File: config.mk
export PLATFORM = sky130hd
export DESIGN_NAME = vga_pattern_engine
export DESIGN_NICKNAME = d
export VERILOG_FILES = /design/src/rtl/vga_pattern_engine_pkg.sv /design/src/rtl/vga_pattern_engine_cmd_fifo_reader.sv /design/src/rtl/vga_pattern_engine.sv
export SDC_FILE = /design/constraint.sdc
export NUM_CORES = 1
export LEC_CHECK = 0
export CAP_MARGIN = 20
export CORE_MARGIN = 2
export CORE_UTILIZATION = 50
export CTS_CLUSTER_SIZE = 8
export DETAILED_ROUTE_END_ITERATION = 10
export GPL_ROUTABILITY_DRIVEN = 0
export GPL_TIMING_DRIVEN = 0
export PLACE_DENSITY = 0.85
export REMOVE_ABC_BUFFERS = 1
export SLEW_MARGIN = 10
export SYNTH_ARGS = -nofsm -noshare
export SYNTH_HDL_FRONTEND = slang
export SYNTH_SLANG_ARGS = --single-unit
export TNS_END_PERCENT = 30
File: constraint.sdc
create_clock -name clk -period 1.4 [get_ports clk]
set_input_delay 0.28 -clock clk [delete_from_list [all_inputs] [get_ports clk]]
set_output_delay 0.28 -clock clk [all_outputs]
set_load 0.1 [all_outputs]
File: src/rtl/vga_pattern_engine_pkg.sv
// Shared types and constants for the VGA pattern engine: opcodes, display modes,
// colour/config records and FSM state encodings.
package vga_pattern_engine_pkg;

  typedef enum logic [1:0] {
    MODE_OFF     = 2'd0,
    MODE_SOLID   = 2'd1,
    MODE_GRID    = 2'd2,
    MODE_CHECKER = 2'd3
  } mode_t;

  localparam logic [3:0] OP_NOP       = 4'd0;
  localparam logic [3:0] OP_SET_BG    = 4'd1;
  localparam logic [3:0] OP_SET_HLINE = 4'd2;
  localparam logic [3:0] OP_SET_VLINE = 4'd3;
  localparam logic [3:0] OP_SET_MODE  = 4'd4;

  // Colours are kept at full byte precision; only the top CW bits reach the pins.
  typedef struct packed {
    logic [7:0] r;
    logic [7:0] g;
    logic [7:0] b;
  } rgb8_t;

  typedef struct packed {
    rgb8_t bg;
    rgb8_t hline;
    rgb8_t vline;
    mode_t mode;
  } disp_cfg_t;

  localparam rgb8_t BG_DEFAULT    = rgb8_t'({8'h30, 8'h00, 8'h80});
  localparam rgb8_t HLINE_DEFAULT = rgb8_t'({8'h00, 8'hF0, 8'h00});
  localparam rgb8_t VLINE_DEFAULT = rgb8_t'({8'hF0, 8'h00, 8'hF0});

  localparam disp_cfg_t CFG_DEFAULT = disp_cfg_t'({BG_DEFAULT, HLINE_DEFAULT,
                                                   VLINE_DEFAULT, MODE_GRID});

  typedef enum logic [1:0] {PS_OPC, PS_P0, PS_P1, PS_P2} parse_state_t;
  typedef enum logic [1:0] {RS_IDLE, RS_STROBE, RS_LATCH, RS_RECOV} rd_state_t;
  typedef enum logic [1:0] {SEL_BLACK, SEL_BG, SEL_HLINE, SEL_VLINE} pix_sel_t;

endpackage

File: src/rtl/vga_pattern_engine_cmd_fifo_reader.sv
// Command FIFO reader: paces active-low read strobes against a registered
// active-low empty flag and hands each byte on with a one-cycle valid.
module vga_pattern_engine_cmd_fifo_reader
  import vga_pattern_engine_pkg::*;
#(
  parameter int RD_LOW   = 2,
  parameter int RD_RECOV = 2
) (
  input  logic       clk,
  input  logic       rst,
  input  logic       i_nef,
  input  logic [7:0] i_data,
  output logic       o_rd_n,
  output logic [7:0] o_byte,
  output logic       o_byte_vld
);

  rd_state_t  r_state, w_state_nxt;
  logic [7:0] r_cnt, w_cnt_nxt;
  logic       r_rd_n, w_rd_n_nxt;
  logic       r_vld, w_vld_nxt;
  logic       w_capture;
  logic [7:0] r_byte;

  always_ff @(posedge clk) begin
    if (rst) begin
      r_state <= RS_IDLE;
      r_cnt   <= 8'd0;
      r_rd_n  <= 1'b1;
      r_vld   <= 1'b0;
    end else begin
      r_state <= w_state_nxt;
      r_cnt   <= w_cnt_nxt;
      r_rd_n  <= w_rd_n_nxt;
      r_vld   <= w_vld_nxt;
    end
  end

  // Data is sampled on the same edge that releases the strobe, while still valid.
  always_ff @(posedge clk) begin
    if (w_capture) r_byte <= i_data;
  end

  always_comb begin
    w_state_nxt = r_state;
    w_cnt_nxt   = 8'd0;
    w_rd_n_nxt  = 1'b1;
    w_vld_nxt   = 1'b0;
    w_capture   = 1'b0;
    case (r_state)
      RS_IDLE: begin
        if (i_nef) begin
          w_state_nxt = RS_STROBE;
          w_rd_n_nxt  = 1'b0;
        end
      end
      RS_STROBE: begin
        if (r_cnt == 8'(RD_LOW - 1)) begin
          w_state_nxt = RS_LATCH;
          w_capture   = 1'b1;
          w_vld_nxt   = 1'b1;
        end else begin
          w_rd_n_nxt = 1'b0;
          w_cnt_nxt  = r_cnt + 8'd1;
        end
      end
      RS_LATCH: w_state_nxt = RS_RECOV;
      RS_RECOV: begin
        if (r_cnt == 8'(RD_RECOV - 1)) w_state_nxt = RS_IDLE;
        else                           w_cnt_nxt   = r_cnt + 8'd1;
      end
      default: w_state_nxt = RS_IDLE;
    endcase
  end

  assign o_rd_n     = r_rd_n;
  assign o_byte     = r_byte;
  assign o_byte_vld = r_vld;

endmodule

File: src/rtl/vga_pattern_engine.sv
// Pixel-colour stage: parses FIFO commands into a shadow config, commits it at
// the frame origin, and renders off/solid/grid/checker patterns with one-cycle latency.
module vga_pattern_engine
  import vga_pattern_engine_pkg::*;
#(
  parameter int CW        = 4,
  parameter int CELL_W_LG = 4,
  parameter int CELL_H_LG = 4,
  parameter int RD_LOW    = 2,
  parameter int RD_RECOV  = 2
) (
  input  logic          clk,
  input  logic          rst,
  input  logic [15:0]   hcount,
  input  logic [15:0]   vcount,
  input  logic          vis,
  input  logic          nef,
  input  logic [7:0]    disp_cmd_in,
  output logic          disp_cmd_rd,
  output logic [CW-1:0] red,
  output logic [CW-1:0] green,
  output logic [CW-1:0] blue
);

  logic [7:0]   w_byte;
  logic         w_byte_vld;
  logic [3:0]   w_op;
  logic         w_frame_start;
  parse_state_t r_pstate, w_pstate_nxt;
  logic [1:0]   r_tgt;
  logic [7:0]   r_pend_r, r_pend_g;
  disp_cfg_t    r_shadow, r_active;
  pix_sel_t     w_sel;
  rgb8_t        w_col;

  vga_pattern_engine_cmd_fifo_reader #(
    .RD_LOW   (RD_LOW),
    .RD_RECOV (RD_RECOV)
  ) u_reader (
    .clk        (clk),
    .rst        (rst),
    .i_nef      (nef),
    .i_data     (disp_cmd_in),
    .o_rd_n     (disp_cmd_rd),
    .o_byte     (w_byte),
    .o_byte_vld (w_byte_vld)
  );

  assign w_op          = w_byte[7:4];
  assign w_frame_start = (hcount == 16'd0) && (vcount == 16'd0);

  always_ff @(posedge clk) begin
    if (rst) r_pstate <= PS_OPC;
    else     r_pstate <= w_pstate_nxt;
  end

  always_comb begin
    w_pstate_nxt = r_pstate;
    if (w_byte_vld) begin
      case (r_pstate)
        PS_OPC: begin
          if (w_op == OP_SET_BG || w_op == OP_SET_HLINE || w_op == OP_SET_VLINE)
            w_pstate_nxt = PS_P0;
        end
        PS_P0:   w_pstate_nxt = PS_P1;
        PS_P1:   w_pstate_nxt = PS_P2;
        default: w_pstate_nxt = PS_OPC;
      endcase
    end
  end

  // Commit reads the pre-write shadow, so a colour landing on the origin waits a frame.
  always_ff @(posedge clk) begin
    if (rst) begin
      r_shadow <= CFG_DEFAULT;
      r_active <= CFG_DEFAULT;
      r_tgt    <= 2'd0;
      r_pend_r <= 8'd0;
      r_pend_g <= 8'd0;
    end else begin
      if (w_frame_start) r_active <= r_shadow;
      if (w_byte_vld) begin
        case (r_pstate)
          PS_OPC: begin
            r_tgt <= w_op[1:0];
            if (w_op == OP_SET_MODE) r_shadow.mode <= mode_t'(w_byte[1:0]);
          end
          PS_P0: r_pend_r <= w_byte;
          PS_P1: r_pend_g <= w_byte;
          default: begin
            case (r_tgt)
              2'd1:    r_shadow.bg    <= rgb8_t'({r_pend_r, r_pend_g, w_byte});
              2'd2:    r_shadow.hline <= rgb8_t'({r_pend_r, r_pend_g, w_byte});
              default: r_shadow.vline <= rgb8_t'({r_pend_r, r_pend_g, w_byte});
            endcase
          end
        endcase
      end
    end
  end

  always_comb begin
    w_sel = SEL_BLACK;
    if (vis) begin
      case (r_active.mode)
        MODE_SOLID: w_sel = SEL_BG;
        MODE_GRID: begin
          if (vcount[CELL_H_LG-1:0] == '0)      w_sel = SEL_HLINE;
          else if (hcount[CELL_W_LG-1:0] == '0) w_sel = SEL_VLINE;
          else                                  w_sel = SEL_BG;
        end
        MODE_CHECKER: begin
          if (hcount[CELL_W_LG] ^ vcount[CELL_H_LG]) w_sel = SEL_VLINE;
          else                                       w_sel = SEL_BG;
        end
        default: w_sel = SEL_BLACK;
      endcase
    end
  end

  always_comb begin
    w_col = rgb8_t'(24'd0);
    case (w_sel)
      SEL_BG:    w_col = r_active.bg;
      SEL_HLINE: w_col = r_active.hline;
      SEL_VLINE: w_col = r_active.vline;
      default:   w_col = rgb8_t'(24'd0);
    endcase
  end

  always_ff @(posedge clk) begin
    if (rst) begin
      red   <= '0;
      green <= '0;
      blue  <= '0;
    end else begin
      red   <= w_col.r[7 -: CW];
      green <= w_col.g[7 -: CW];
      blue  <= w_col.b[7 -: CW];
    end
  end

endmodule

==> impl_metrics.csv <==
group,metric,value,unit
logic_synthesis,netlist_area,4830,um^2
sta,finalClockSkew,0.0126,ns
place,dp_hpwl,6890,um
cts,clockBufferDepth,2,
setup_path,cp-start-kind,"primary input",
setup_path,arrival,1.95,ns
routing,wl,19100,um
sta,period_minus_slack,1.55,ns
pwr,p_comb_share,9.7,%
logic_synthesis,synth_area_leaders,"dfxtp_1 46%, nand2_1 8.6%, a21oi_1 6.1%",
global_routing,grt_max_degree,96,
setup_path,cp-end-kind,"register",
cts,path_clk_slew,0.06,ns
setup_path,critical_path.top_delay_family,"buffers and inverters",
logic_synthesis,syn_inst,544,
logic_synthesis,yosysSeqAreaShare,50.2,%
finish,drive_gt1_share,26.1,%
routing,route.met3.wl,2400,um
setup_path,critical_path_buf_inv_count,3,
pwr,p_leak,2.61,nW
global_routing,grt_pass1_vias,4995,
logic_synthesis,synth_edf_count,6,
die,rows,35,
cts,cts_buffers,17,
setup_path,critPathMaxStageDelay,0.36,ns
pwr,p_sw_share,26.1,%
sta,fin_ws,-0.153,ns
routing,num_vias,5186,
routing,drt_iter0_markers,953,
place,port_buffers,54,
finish,n_fill_cell,561,
finish,seq_area,2430,um^2
global_routing,grtUsageTotal,33.1,%
setup_path,crit_required,1.79,ns
setup_path,crit_chain,"clkdlybuf4s15_1 > nor4_4 > buf_4 > nand4_1 > buf_6 > o21ai_2 > a21oi_1",
logic_synthesis,synth_area_leader_cell,"dfxtp_1",
logic_synthesis,synth_seq_cells,118,
logic_synthesis,synth_flop_cell,"dfxtp_1",
status,violations,"setup timing",
setup_path,timing.rr.start,"r_tgt[1]",
cts,hold_buffers,0,
die,start_util,52.0,%
cts,clk_latency,0.55,ns
min_path,min_from,"rst",
pwr,clockPowerShare,50.2,%
pwr,p_int,0.00652,W
global_routing,antenna_found_initial,0,
routing,route.top_layer_used,"met4",
setup_path,regToRegSetupSlack,-0.10,ns
routing,antenna_left,0,
sta,slew_violations,0,
routing,wl_per_cell,24.4,um
routing,drt_first_pass_iters,6,
pwr,switchingPower,0.00231,W
pwr,vdd_drop_max,906,uV
logic_synthesis,synth.top_cell.area_share,46.4,%
global_routing,grt_pass1_wl,25900,um
min_path,hold_class,"primary input to register",
routing,m1WireLength,6310,um
setup_path,rr_worst_depth,5,
logic_synthesis,ys_async_sr_fraction,0,%
finish,final_common_cell,"nand2_1",
cts,cts_sinks,118,
place,placed_cells_incl_taps,690,
die,coreArea,9280,um^2
logic_synthesis,syn_area_per_cell,8.88,um^2
place,place_ws,-1.35,ns
cts,cts_max_level,4,
pwr,power_frac_seq,40.1,%
finish,layout_common_cells,"110 x nand2_1, 107 x dfxtp_1, 54 x a21oi_1, 39 x buf_4, 38 x nand3_1",
finish,antenna_cells,0,
sta,max_freq,0.644,GHz
die,die_h,102,um
setup_path,cp_max_fo,6,
global_routing,grt_overflow_total,0,
finish,fin_cells,780,
finish,final_area,6810,um^2
finish,final_util,73.4,%
pwr,powerDensity,1300,nW/um^2
setup_path,reg2reg_to,"r_shadow[56]",
logic_synthesis,synth_cell_type_count,44,
sta,period_share,111,%
finish,area_growth,41.0,%
setup_path,cpMaxStageDelayCell,"nor4_4",
sta,worst_slew_pin_slew,0.716,ns
status,status,"finished, violations left",
finish,multi_input_area,2610,um^2
sta,setup_viol,36,
die,io_pins,57,
routing,viasPerCell,6.65,
die,die-area,10500,um^2
sta,slew_headroom,52.2,%
finish,nets,694,
sta,hold_viol,0,
setup_path,critPathKind,"primary input to register",
routing,met2_length,8620,um
logic_synthesis,ys_warn_count,0,
routing,drc,0,
sta,rsz0062_at_grt,"true",
die,die_x,102,um
run,drv_cap,0,
cts,root_buffer,"clkbuf_8",
min_path,holdPathStages,2,
cts,cts_tree,"built",
place,place_area,5330,um^2
min_path,min_to,"r_active[65]",
-- power by group through the flow --
stage	clock network, W	logic [W]	registers [W]
after CTS	0.00434	0.000760	0.00354
after global placement	0	0.000655	0.00360
after floorplan	0	0.000292	0.00371
after detailed placement	0	0.000694	0.00360
after global routing	0.00454	0.000906	0.00355
final	0.00443	0.000857	0.00354
-- what timing repair did --
action | in CTS | in global routing
buffers inserted | 29 | 18
cloned | 11 | 0
resized for setup | 169 | 71
pin swaps | 22 | 25
endpoints found under the setup margin | 121 | 113
-- state kept, by name, summed over array words and instances, names as in the netlist --
signal / cells
u_reader.r_state: 2
green: 4
red: 4
u_reader.o_byte_vld: 1
u_reader.r_cnt: 8
blue: 4
r_pend_g: 4
r_shadow: 38
r_pend_r: 4
r_active: 38
u_reader.o_byte: 6
r_pstate: 2
u_reader.o_rd_n: 1
r_tgt: 2
-- worst max-delay path by stage --
stage | from | end | slack [ns] | cells past startpoint
6_report | hcount[2] | r_active[56] | -0.15 | 7
5_1_grt | hcount[2] | r_active[56] | -0.18 | 7
3_5_place_dp | vcount[4] | blue[3] | -1.35 | 5
2_1_floorplan | rst | blue[0] | -0.29 | 4
3_3_place_gp | rst | green[0] | -3.44 | 5
4_1_cts | r_pstate[0] | r_shadow[55] | -0.11 | 4
-- metal layers --
layer,global-route usage (%),up-vias
li1,-,2138
met1,35.9,2361
met2,52.8,500
met3,12.9,187
met4,23.8,0
met5,0,-
-- layout make-up --
cell class | instances | share of cell area, %
clock inverters | 15 | 2.63
multi-input cells | 389 | 38.3
inverters | 9 | 0.533
well taps | 129 | 2.37
repair buffers | 103 | 14.4
flip-flops and latches | 118 | 35.7
clock buffers | 17 | 6.08
-- Yosys cell counts (2+ instances only) --
library cell,instances
a211o_1,12
a211o_2,5
a21o_1,3
a21oi_1,59
and3_1,13
and3_2,8
and4_4,2
buf_4,2
buf_6,6
clkbuf_1,25
dfxtp_1,112
edfxtp_1,6
ha_1,12
inv_1,9
mux2i_1,2
nand2_1,110
nand2b_1,2
nand3_1,43
nand3b_1,16
nand4_1,15
nor2_1,14
nor2b_1,2
nor3_1,3
nor4_1,5
nor4_2,2
o211ai_1,12
o21ai_0,22
xnor2_1,2
xor2_1,5
-- metrics by stage --
step / total power (W) / setup TNS (ns) / hold slack, ns
4_1_cts: 0.00863 / -0.481 / 0.214
6_report: 0.00883 / -2.06 / 0.250
5_1_grt: 0.00900 / -3.18 / 0.258
2_1_floorplan: 0.00400 / -10.01 / 0.349
3_5_place_dp: 0.00430 / -80.94 / 0.444
3_3_place_gp: 0.00425 / -222.27 / 0.437
-- cell families (layout without fill, tap and decap cells) --
group | Yosys count | after routing | share of synthesized area (%)
AO/OA/AOI/OAI | 116 | 116 | 14.5
XOR/XNOR | 7 | 7 | 1.27
adder cells (fa/ha/maj) | 12 | 12 | 3.11
buffers and inverters | 47 | 144 | 5.18
flip-flops | 118 | 118 | 50.2
multiplexers | 2 | 2 | 0.415
AND/OR/NAND/NOR | 242 | 252 | 25.4
No activity file was read; power rests on OpenSTA's default activity.
